## src/rtl/bw_io_misc_rpt_pkg.sv

```systemverilog
// Shared defaults, types and the round-robin picker for the IO misc repeater arbiter.
package bw_io_misc_rpt_pkg;

    localparam int RPT_NREQ   = 4;
    localparam int RPT_W      = 7;
    localparam int RPT_DEPTH  = 2;
    localparam int RPT_MAXREQ = 8;

    typedef enum logic [0:0] {
        IDLE = 1'b0,
        LOCK = 1'b1
    } rpt_state_e;

    typedef struct packed {
        logic             last;
        logic [RPT_W-1:0] data;
    } rpt_beat_t;

    // First set bit of vld at or above ptr, wrapping at n; returns ptr if none is set.
    function automatic logic [2:0] rr_pick(input logic [RPT_MAXREQ-1:0] vld,
                                           input logic [2:0] ptr, input int n);
        logic [2:0] pick;
        int         idx;
        pick = ptr;
        for (int i = RPT_MAXREQ - 1; i >= 0; i--) begin
            idx = int'(ptr) + i;
            if (idx >= n) idx = idx - n;
            if (i < n && vld[idx[2:0]]) pick = idx[2:0];
        end
        return pick;
    endfunction

endpackage

```

## src/rtl/bw_io_misc_rpt_fifo.sv

```systemverilog
// Small synchronous FIFO; the head entry is read straight out of the storage registers.
module bw_io_misc_rpt_fifo
#(
    parameter int DW    = 8,
    parameter int DEPTH = 2,
    localparam int AW   = $clog2(DEPTH),
    localparam int CW   = AW + 1
)(
    input  logic          rclk,
    input  logic          reset,
    input  logic          push,
    input  logic [DW-1:0] push_data,
    input  logic          pop,
    output logic [DW-1:0] pop_data,
    output logic          full,
    output logic          empty,
    output logic [CW-1:0] count
);

    logic [DW-1:0] mem [DEPTH];
    logic [AW-1:0] wr_ptr;
    logic [AW-1:0] rd_ptr;

    // Storage is cleared on reset so the head reads zero while empty after reset.
    always_ff @(posedge rclk) begin
        if (reset) begin
            wr_ptr <= '0;
            rd_ptr <= '0;
            count  <= '0;
            for (int i = 0; i < DEPTH; i++) mem[i] <= '0;
        end else begin
            if (push) begin
                mem[wr_ptr] <= push_data;
                wr_ptr      <= wr_ptr + 1'b1;
            end
            if (pop) rd_ptr <= rd_ptr + 1'b1;
            case ({push, pop})
                2'b10:   count <= count + 1'b1;
                2'b01:   count <= count - 1'b1;
                default: ;
            endcase
        end
    end

    assign pop_data = mem[rd_ptr];
    assign full     = (count == CW'(DEPTH));
    assign empty    = (count == '0);

endmodule

```

## src/rtl/bw_io_misc_rpt_arb.sv

```systemverilog
// Round-robin packet arbiter feeding the repeated misc channel through a small output FIFO.
module bw_io_misc_rpt_arb
    import bw_io_misc_rpt_pkg::*;
#(
    parameter int NREQ  = RPT_NREQ,
    parameter int W     = RPT_W,
    parameter int DEPTH = RPT_DEPTH
)(
    input  logic              rclk,
    input  logic              reset,
    input  logic [NREQ-1:0]   req_vld,
    input  logic [NREQ*W-1:0] req_data,
    input  logic [NREQ-1:0]   req_last,
    output logic [NREQ-1:0]   req_rdy,
    output logic              rpt_vld,
    output logic [W-1:0]      rpt_data,
    output logic              rpt_last,
    input  logic              rpt_rdy,
    output logic              busy
);

    localparam int GW = (NREQ > 1) ? $clog2(NREQ) : 1;
    localparam int CW = $clog2(DEPTH) + 1;

    typedef struct packed {
        logic         last;
        logic [W-1:0] data;
    } beat_t;

    rpt_state_e    state;
    logic [GW-1:0] gnt_id;
    logic [GW-1:0] ptr;
    logic [GW-1:0] pick;
    logic [GW-1:0] next_ptr;
    logic          full;
    logic          empty;
    logic [CW-1:0] fifo_count;
    logic          push;
    logic          pop;
    beat_t         push_beat;
    beat_t         head_beat;

    assign pick     = GW'(rr_pick(RPT_MAXREQ'(req_vld), 3'(ptr), NREQ));
    assign next_ptr = (gnt_id == GW'(NREQ - 1)) ? '0 : gnt_id + 1'b1;

    // Ready depends only on registered state, never on rpt_rdy.
    always_comb begin
        req_rdy = '0;
        if (state == LOCK && fifo_count < CW'(DEPTH)) req_rdy[gnt_id] = 1'b1;
    end

    assign push_beat.data = req_data[gnt_id*W +: W];
    assign push_beat.last = req_last[gnt_id];
    assign push           = req_vld[gnt_id] & req_rdy[gnt_id] & ~full;
    assign pop            = rpt_vld & rpt_rdy;

    always_ff @(posedge rclk) begin
        if (reset) begin
            state  <= IDLE;
            gnt_id <= '0;
            ptr    <= '0;
        end else begin
            case (state)
                IDLE: if (|req_vld) begin
                    gnt_id <= pick;
                    state  <= LOCK;
                end
                LOCK: if (push && push_beat.last) begin
                    ptr   <= next_ptr;
                    state <= IDLE;
                end
                default: state <= IDLE;
            endcase
        end
    end

    bw_io_misc_rpt_fifo #(.DW(W + 1), .DEPTH(DEPTH)) u_fifo (
        .rclk      (rclk),
        .reset     (reset),
        .push      (push),
        .push_data (push_beat),
        .pop       (pop),
        .pop_data  (head_beat),
        .full      (full),
        .empty     (empty),
        .count     (fifo_count)
    );

    assign rpt_vld  = ~empty;
    assign rpt_data = head_beat.data;
    assign rpt_last = head_beat.last;
    assign busy     = (state == LOCK) | ~empty;

endmodule

```

## config.mk

```make
export PLATFORM = sky130hd
export DESIGN_NAME = bw_io_misc_rpt_arb
export DESIGN_NICKNAME = d
export VERILOG_FILES = /design/src/rtl/bw_io_misc_rpt_pkg.sv /design/src/rtl/bw_io_misc_rpt_fifo.sv /design/src/rtl/bw_io_misc_rpt_arb.sv
export SDC_FILE = /design/constraint.sdc
export NUM_CORES = 1
export LEC_CHECK = 0
export CAP_MARGIN = 20
export CORE_MARGIN = 8
export CORE_UTILIZATION = 33
export CTS_CLUSTER_DIAMETER = 150
export DETAILED_ROUTE_END_ITERATION = 6
export PLACE_DENSITY = 0.66
export SLEW_MARGIN = 20
export SYNTH_ARGS = -nofsm -noshare
export SYNTH_HDL_FRONTEND = slang
export SYNTH_HIERARCHICAL = 1
export SYNTH_SLANG_ARGS = --single-unit
export TNS_END_PERCENT = 100
```

## constraint.sdc

```tcl
create_clock -name rclk -period 3.6 [get_ports rclk]
set_clock_uncertainty 0.1 [all_clocks]
set_input_delay 0.54 -clock rclk [delete_from_list [all_inputs] [get_ports rclk]]
set_output_delay 0.54 -clock rclk [all_outputs]
set_load 0.1 [all_outputs]
```

==> impl_metrics.xml, run 1 <==
<?xml version="1.0" encoding="UTF-8"?>
<metrics>
  <group name="worst_setup_path">
    <metric name="crit_required" unit="ns">3.69</metric>
    <metric name="critical_path_buf_inv_count" unit="">2</metric>
    <metric name="cpLargestDelayFamily" unit="">compound AO/OA/AOI/OAI gates</metric>
    <metric name="worstSetupPathType" unit="">reg -&gt; reg</metric>
    <metric name="cp.arrival" unit="ns">2.97</metric>
    <metric name="worstSetupStartpointType" unit="">flop</metric>
    <metric name="top_fanout_value_on_the_critical_path" unit="">8</metric>
    <metric name="critical_path.endpoint_type" unit="">flop</metric>
    <metric name="cpMaxStageDelayCell" unit="">sky130_fd_sc_hd__dfxtp_1</metric>
    <metric name="r2r.worst_path.cells" unit="">9</metric>
    <metric name="cp_num_cells" unit="">9</metric>
    <metric name="critical-path-top-cell-by-count" unit="">sky130_fd_sc_hd__ha_1</metric>
    <metric name="cp_peak_stage_delay" unit="ns">0.59</metric>
    <metric name="path_cells" unit="">buf_4 &gt; ha_1 &gt; and4_1 &gt; a31oi_1 &gt; a211oi_1 &gt; inv_1 &gt; ha_1 &gt; or3_1 &gt; a21oi_1</metric>
  </group>
  <group name="power">
    <metric name="static-leakage-power" unit="nW">0.862</metric>
    <metric name="cellPowerDensity" unit="nW/um^2">538</metric>
    <metric name="design_power_total" unit="W">0.00126</metric>
    <metric name="vdd_ir_drop_max" unit="mV">0.275</metric>
  </group>
  <group name="placed_design">
    <metric name="placed_cells_incl_taps" unit="">281</metric>
    <metric name="gpl.final_weighted_congestion" unit="">0.777</metric>
    <metric name="buffer_ports.inserted" unit="">52</metric>
    <metric name="dp_worst_setup_slack" unit="ns">0.554</metric>
    <metric name="hpwl" unit="microns">3620</metric>
  </group>
  <group name="clocking">
    <metric name="number_of_buffers_created_by_cts" unit="">3</metric>
    <metric name="insertion_delay" unit="ns">0.26</metric>
    <metric name="hold_buffers" unit="">0</metric>
    <metric name="clock_sinks" unit="">26</metric>
    <metric name="cts_resized" unit="">0</metric>
    <metric name="cts.root.buffer_cell" unit="">sky130_fd_sc_hd__clkbuf_8</metric>
    <metric name="h-tree-depth" unit="">1</metric>
    <metric name="cts.clk_slew.worst_paths" unit="ns">0.08</metric>
    <metric name="cts_tree" unit="">yes</metric>
    <metric name="max-clock-path-buffers" unit="">2</metric>
    <metric name="postCtsSetupBuffers" unit="">0</metric>
  </group>
  <group name="sta">
    <metric name="fmax" unit="MHz">348</metric>
    <metric name="hold_violations" unit="">0</metric>
    <metric name="maxSlewHeadroom" unit="%">34.5</metric>
    <metric name="final.setup.tns" unit="ns">0</metric>
    <metric name="grt_setup_unrepaired" unit="">no</metric>
    <metric name="setup_viol_count_final" unit="">0</metric>
    <metric name="finalCriticalPeriod" unit="ns">2.87</metric>
    <metric name="finalWorstSetupSlack" unit="ns">0.726</metric>
    <metric name="period_share" unit="%">79.8</metric>
    <metric name="max_slew.worst_pin.slew" unit="ns">0.979</metric>
    <metric name="timing.final.max_slew_violations" unit="">0</metric>
  </group>
  <group name="yosys">
    <metric name="yosys-top-cells-count" unit="">27 x sky130_fd_sc_hd__nor2_1, 16 x sky130_fd_sc_hd__edfxtp_1, 15 x sky130_fd_sc_hd__nand2b_1</metric>
    <metric name="synth_ff_type" unit="">sky130_fd_sc_hd__edfxtp_1</metric>
    <metric name="post-synth-top-area-cell" unit="">sky130_fd_sc_hd__edfxtp_1</metric>
    <metric name="synth.area.mux_share" unit="%">19.7</metric>
    <metric name="synth-xor-area-share" unit="%">1.51</metric>
    <metric name="synth.avg_cell_area" unit="sq um">10.6</metric>
    <metric name="ys_warn_count" unit="">6</metric>
    <metric name="post_synth_instance_area" unit="sq um">1740</metric>
    <metric name="synthSimpleGateAreaFrac" unit="%">21.9</metric>
    <metric name="synth-seq-cells" unit="">26</metric>
    <metric name="synthesized_netlist_net_count" unit="">209</metric>
    <metric name="seq_area_frac_synth" unit="%">39.1</metric>
    <metric name="synth.most_common_cell" unit="">sky130_fd_sc_hd__nor2_1</metric>
    <metric name="synth_compound_gate_area_share" unit="%">8.76</metric>
    <metric name="leading_cell_types_by_total_area_after_synthesis" unit="">sky130_fd_sc_hd__edfxtp_1 28%, sky130_fd_sc_hd__dfxtp_1 11%, sky130_fd_sc_hd__mux4_2 10%, sky130_fd_sc_hd__mux2_2 6.5%, sky130_fd_sc_hd__nor2_1 5.8%</metric>
    <metric name="combinational_family_with_the_most_area_after_synthesis" unit="">simple AND/OR/NAND/NOR gates</metric>
    <metric name="number_of_flops_mapped_to_enable_cells_by_yosys" unit="">16</metric>
    <metric name="synth_fa_ha_area_share" unit="%">4.31</metric>
    <metric name="synthDistinctLibCells" unit="">45</metric>
    <metric name="syn_inst" unit="">164</metric>
    <metric name="synth.top_cell.area_share" unit="%">27.6</metric>
    <metric name="synth-async-reset-ratio" unit="%">0</metric>
  </group>
  <group name="route">
    <metric name="route.detailed.vias_per_inst" unit="">4.89</metric>
    <metric name="drtIter0Drc" unit="">72</metric>
    <metric name="routed_wl" unit="microns">4400</metric>
    <metric name="avgRoutedWirePerCell" unit="microns">15.4</metric>
    <metric name="firstDrtPassIters" unit="">5</metric>
    <metric name="drc_errors" unit="">0</metric>
    <metric name="vias" unit="">1394</metric>
    <metric name="postRouteAntennaNets" unit="">0</metric>
  </group>
  <group name="global_routing">
    <metric name="gr_usage_total" unit="%">11.5</metric>
    <metric name="grt_first_pass_wirelength" unit="microns">7020</metric>
    <metric name="maximum_number_of_pins_on_one_net_before_global_route_repair" unit="">16</metric>
    <metric name="grt_antenna_before_repair" unit="">0</metric>
    <metric name="overflow" unit="">0</metric>
    <metric name="grt_pass1_vias" unit="">1452</metric>
  </group>
  <group name="die">
    <metric name="placement_rows" unit="">26</metric>
    <metric name="die_y" unit="microns">88.7</metric>
    <metric name="floorplan.core_area" unit="sq um">5110</metric>
    <metric name="floorplan.io_pins" unit="">53</metric>
    <metric name="fp.dieArea" unit="sq um">7860</metric>
    <metric name="floorplan.die.width" unit="microns">88.7</metric>
    <metric name="initial_utilization" unit="%">34.1</metric>
  </group>
  <group name="cells_and_area">
    <metric name="syn_to_final_growth" unit="%">34.1</metric>
    <metric name="finalNetCount" unit="">261</metric>
    <metric name="finish.cell_count_without_fillers" unit="">285</metric>
    <metric name="antenna_cells" unit="">0</metric>
    <metric name="drive_above_1_share" unit="%">20.0</metric>
  </group>
  <group name="hold_path">
    <metric name="hold_path_depth" unit="">2</metric>
    <metric name="min_path_type" unit="">reg -&gt; reg</metric>
  </group>
  <group name="status">
    <metric name="outcome" unit="">finished clean</metric>
  </group>
  <group name="flow_run">
    <metric name="max_cap_viol_count" unit="">0</metric>
  </group>
</metrics>
[cell families after synthesis]
family | after synthesis
buffers and inverters | 16
XOR/XNOR | 3
adder cells (fa/ha/maj) | 6
multiplexers | 23
flip-flops | 26
AO/OA/AOI/OAI | 22
AND/OR/NAND/NOR | 68
[registers in the layout, summed over array words and instances, names as in the netlist, named ones only]
register / cells
u_fifo/rd_ptr: 1
u_fifo/count: 2
state: 1
u_fifo/wr_ptr: 1
ptr: 2
u_fifo/mem: 16
gnt_id: 2
[per-layer routing]
metal	share of wire, %	track usage (%)	vias to the layer above
met1	42	13.7	654
met5	0	0	-
li1	-	-	694
met4	0.32	2.30	0
met2	50	20.2	44
met3	7.8	2.60	2
[area by class of cell]
class / instances / area (sq um)
clock buffer: 3 / 41.3
sequential: 26 / 681
inverter: 8 / 30.0
tap: 70 / 87.6
timing repair buffer: 55 / 515
fill: 509 / 2770
multi-input combinational: 122 / 978
clock inverter: 1 / 3.75
[tightest hold or removal path, cell delays in order, from the launching register on]
cell and delay, ns:
sky130_fd_sc_hd__dfxtp_1 0.33, sky130_fd_sc_hd__nand2_1 0.06, sky130_fd_sc_hd__a21oi_1 0.05
[stage by stage]
| step | hold slack (ns) | utilization (%) | area [sq um] |
|---|---|---|---|
| global placement | 0.368 | 44.9 | 2290 |
| detailed placement | 0.365 | 44.9 | 2290 |
| CTS | 0.379 | 45.8 | 2340 |
| floorplan | 0.344 | - | 1740 |
| global route | 0.395 | 45.8 | 2340 |
| finish | 0.378 | 45.8 | 2340 |
[path summary, 6_finish.rpt]
| check | start | endpoint | slack [ns] |
|---|---|---|---|
| worst min-delay path | u_fifo/wr_ptr | u_fifo/wr_ptr | 0.38 |
| worst max register to register | gnt_id[0] | u_fifo/count[1] | 0.73 |
| worst min register to register | u_fifo/wr_ptr | u_fifo/wr_ptr | 0.38 |
| worst max-delay path | gnt_id[0] | u_fifo/count[1] | 0.73 |
[layout by cell type, fill, tap and decap left out, types with 4 or more instances in the layout]
cell                              count
sky130_fd_sc_hd__a21oi_1              7
sky130_fd_sc_hd__mux2i_1              5
sky130_fd_sc_hd__ha_1                 6
sky130_fd_sc_hd__nand2_1              4
sky130_fd_sc_hd__mux2_2              10
sky130_fd_sc_hd__nor2_1              27
sky130_fd_sc_hd__buf_4               14
sky130_fd_sc_hd__inv_1                8
sky130_fd_sc_hd__mux4_2               8
sky130_fd_sc_hd__dfxtp_1             10
sky130_fd_sc_hd__clkdlybuf4s50_1     41
sky130_fd_sc_hd__nand2b_1            15
sky130_fd_sc_hd__edfxtp_1            16
[where the power goes]
group | internal, W | leakage (nW) | switching, W
sequential | 0.000367 | 0.249 | 0.0000427
clock | 0.0000762 | 0.0231 | 0.0000847
combinational | 0.000215 | 0.589 | 0.000472
total | 0.000658 | 0.862 | 0.000599
Power figures use the tool's default switching activity.
==> run 2: changes to the inputs <==
==> constraint.sdc (replaced) <==
create_clock -name rclk -period 2.65 [get_ports rclk]
set_clock_uncertainty 0.1 [all_clocks]
set_input_delay 0.3975 -clock rclk [delete_from_list [all_inputs] [get_ports rclk]]
set_output_delay 0.3975 -clock rclk [all_outputs]
set_load 0.1 [all_outputs]
==> run 2 against run 1 <==
Worst hold slack worse by 0.0019 ns. Power up 39%. Largest power group unchanged. Via count up 1.6%. Clock power up 36%. Maximum frequency up 21%. Highest routed layer unchanged. Utilization up 2.7 points. Routed wire length about the same.
==> impl_metrics.xml, run 2 (synthesized netlist as in run 1, its figures left out) <==
<?xml version="1.0" encoding="UTF-8"?>
<metrics>
  <group name="die">
    <metric name="initial_utilization" unit="%">34.1</metric>
    <metric name="floorplan.core_area" unit="sq um">5110</metric>
    <metric name="fp.dieArea" unit="sq um">7860</metric>
    <metric name="floorplan.die.width" unit="microns">88.7</metric>
    <metric name="die_y" unit="microns">88.7</metric>
    <metric name="placement_rows" unit="">26</metric>
    <metric name="floorplan.io_pins" unit="">53</metric>
  </group>
  <group name="route">
    <metric name="routed_wl" unit="microns">4400</metric>
    <metric name="drc_errors" unit="">0</metric>
    <metric name="firstDrtPassIters" unit="">4</metric>
    <metric name="vias" unit="">1416</metric>
    <metric name="avgRoutedWirePerCell" unit="microns">15.0</metric>
    <metric name="routed.top_layer" unit="">met4</metric>
    <metric name="route.layer.met1.wl" unit="microns">1980</metric>
    <metric name="route.detailed.vias_per_inst" unit="">4.82</metric>
    <metric name="drtIter0Drc" unit="">46</metric>
    <metric name="wl_met2" unit="microns">1970</metric>
    <metric name="postRouteAntennaNets" unit="">0</metric>
    <metric name="met3_length" unit="microns">418</metric>
  </group>
  <group name="sta">
    <metric name="period_share" unit="%">89.5</metric>
    <metric name="max_slew.worst_pin.slew" unit="ns">0.418</metric>
    <metric name="holdWs" unit="ns">0.376</metric>
    <metric name="final.setup.tns" unit="ns">0</metric>
    <metric name="finalCriticalPeriod" unit="ns">2.37</metric>
    <metric name="timing.final.max_slew_violations" unit="">0</metric>
    <metric name="maxSlewHeadroom" unit="%">72.1</metric>
    <metric name="setup_viol_count_final" unit="">0</metric>
    <metric name="hold_violations" unit="">0</metric>
    <metric name="grt_setup_unrepaired" unit="">no</metric>
    <metric name="fmax" unit="MHz">422</metric>
  </group>
  <group name="worst_setup_path">
    <metric name="cp_peak_stage_delay" unit="ns">0.40</metric>
    <metric name="cp.arrival" unit="ns">2.47</metric>
    <metric name="worstSetupPathType" unit="">reg -&gt; reg</metric>
    <metric name="crit-reg2reg-launch" unit="">gnt_id[1]</metric>
    <metric name="critical_path.endpoint_type" unit="">flop</metric>
    <metric name="path_cells" unit="">buf_4 &gt; ha_1 &gt; and2_4 &gt; a31oi_1 &gt; a211oi_2 &gt; inv_1 &gt; ha_1 &gt; or3_1 &gt; a21oi_1</metric>
    <metric name="cpMaxStageDelayCell" unit="">sky130_fd_sc_hd__dfxtp_1</metric>
    <metric name="setup.reg_to_reg.worst_slack" unit="ns">0.28</metric>
    <metric name="r2r.worst_path.cells" unit="">9</metric>
    <metric name="crit_required" unit="ns">2.74</metric>
    <metric name="worstSetupStartpointType" unit="">flop</metric>
    <metric name="worstReg2RegEnd" unit="">u_fifo/count[1]</metric>
    <metric name="critical-path-top-cell-by-count" unit="">sky130_fd_sc_hd__ha_1</metric>
    <metric name="top_fanout_value_on_the_critical_path" unit="">5</metric>
  </group>
  <group name="hold_path">
    <metric name="min_path_type" unit="">reg -&gt; reg</metric>
    <metric name="min_delay_worst_endpoint" unit="">u_fifo/wr_ptr</metric>
    <metric name="worst_hold_path_startpoint" unit="">u_fifo/wr_ptr</metric>
    <metric name="hold_path_depth" unit="">2</metric>
  </group>
  <group name="status">
    <metric name="outcome" unit="">finished clean</metric>
  </group>
  <group name="clocking">
    <metric name="postCtsSetupBuffers" unit="">0</metric>
    <metric name="cts_tree" unit="">yes</metric>
    <metric name="clock_sinks" unit="">26</metric>
    <metric name="insertion_delay" unit="ns">0.26</metric>
    <metric name="number_of_buffers_created_by_cts" unit="">3</metric>
    <metric name="h-tree-depth" unit="">1</metric>
    <metric name="cts.clk_slew.worst_paths" unit="ns">0.09</metric>
    <metric name="hold_buffers" unit="">0</metric>
    <metric name="cts_resized" unit="">0</metric>
    <metric name="max-clock-path-buffers" unit="">2</metric>
    <metric name="cts.root.buffer_cell" unit="">sky130_fd_sc_hd__clkbuf_8</metric>
  </group>
  <group name="global_routing">
    <metric name="grt_pass1_vias" unit="">1466</metric>
    <metric name="grt_antenna_before_repair" unit="">0</metric>
    <metric name="overflow" unit="">0</metric>
    <metric name="grt_first_pass_wirelength" unit="microns">7260</metric>
    <metric name="maximum_number_of_pins_on_one_net_before_global_route_repair" unit="">15</metric>
    <metric name="gr_usage_total" unit="%">11.7</metric>
  </group>
  <group name="cells_and_area">
    <metric name="antenna_cells" unit="">0</metric>
    <metric name="finalNetCount" unit="">270</metric>
    <metric name="registers.top_by_ff_count" unit="">u_fifo/mem</metric>
    <metric name="syn_to_final_growth" unit="%">42.0</metric>
    <metric name="top_library_cells_by_usage_in_the_layout_fill_and_taps_aside" unit="">38 x sky130_fd_sc_hd__clkdlybuf4s50_1, 27 x sky130_fd_sc_hd__nor2_1, 21 x sky130_fd_sc_hd__buf_4</metric>
    <metric name="drive_above_1_share" unit="%">25.9</metric>
    <metric name="layout_commonest_cell" unit="">sky130_fd_sc_hd__clkdlybuf4s50_1</metric>
    <metric name="largest_register_ffs" unit="">16</metric>
  </group>
  <group name="flow_run">
    <metric name="max_cap_viol_count" unit="">0</metric>
  </group>
  <group name="placed_design">
    <metric name="buffer_ports.inserted" unit="">52</metric>
    <metric name="gpl.final_weighted_congestion" unit="">0.788</metric>
    <metric name="hpwl" unit="microns">3510</metric>
  </group>
  <group name="power">
    <metric name="vdd_ir_drop_max" unit="mV">0.342</metric>
    <metric name="cellPowerDensity" unit="nW/um^2">707</metric>
    <metric name="static-leakage-power" unit="nW">0.930</metric>
  </group>
</metrics>
run 2: stage by stage:
step	power (W)	setup slack [ns]	cell area, sq um	util (%)	instances
2_1_floorplan	0.00129	0.0164	1750	-	164
4_1_cts	0.00176	0.176	2470	48.3	294
5_1_grt	0.00184	0.0641	2470	48.5	294
3_3_place_gp	0.00154	0.0788	2420	47.5	290
6_report	0.00175	0.278	2470	48.5	294
3_5_place_dp	0.00154	0.0464	2420	47.5	290
run 2: worst max-delay path by stage:
stage	from	to	slack [ns]	cells after the start
finish	gnt_id[1]	u_fifo/count[1]	0.28	9
global route	state	u_fifo/count[1]	0.06	8
CTS	gnt_id[0]	u_fifo/count[1]	0.18	9
detailed placement	req_vld[1]	u_fifo/count[1]	0.05	8
global placement	req_vld[1]	u_fifo/count[1]	0.08	8
floorplan	gnt_id[0]	u_fifo/count[1]	0.02	10
run 2: layer usage:
metal / GRT usage [%] / vias up
met5: 0 / -
met4: 3.07 / 0
met3: 2.79 / 2
met2: 18.7 / 47
met1: 15.2 / 651
li1: - / 716
run 2: cell type report:
cell class              count  area [sq um]
fillers                   487          2630
multi-input cells         122           993
well taps                  70          87.6
clock inverters             1          3.75
clock buffers               3          41.3
flip-flops and latches     26           681
repair buffers             64           638
inverters                   8          30.0
run 2: where the power goes:
| group | leakage (nW) | switching, W | total, W | internal, W |
|---|---|---|---|---|
| Sequential | 0.249 | 0.0000503 | 0.000549 | 0.000498 |
| Clock | 0.0231 | 0.000115 | 0.000219 | 0.000103 |
| Combinational | 0.657 | 0.000654 | 0.000982 | 0.000329 |
| Total | 0.930 | 0.000819 | 0.00175 | 0.000931 |
run 2: worst max-delay path, delay by kind of cell, from the launching register on:
kind            cells  cell delay (ns)
compound gates      3             0.54
buf+inv             2             0.26
fa+ha+maj           2             0.47
flops               1             0.40
simple gates        2             0.52
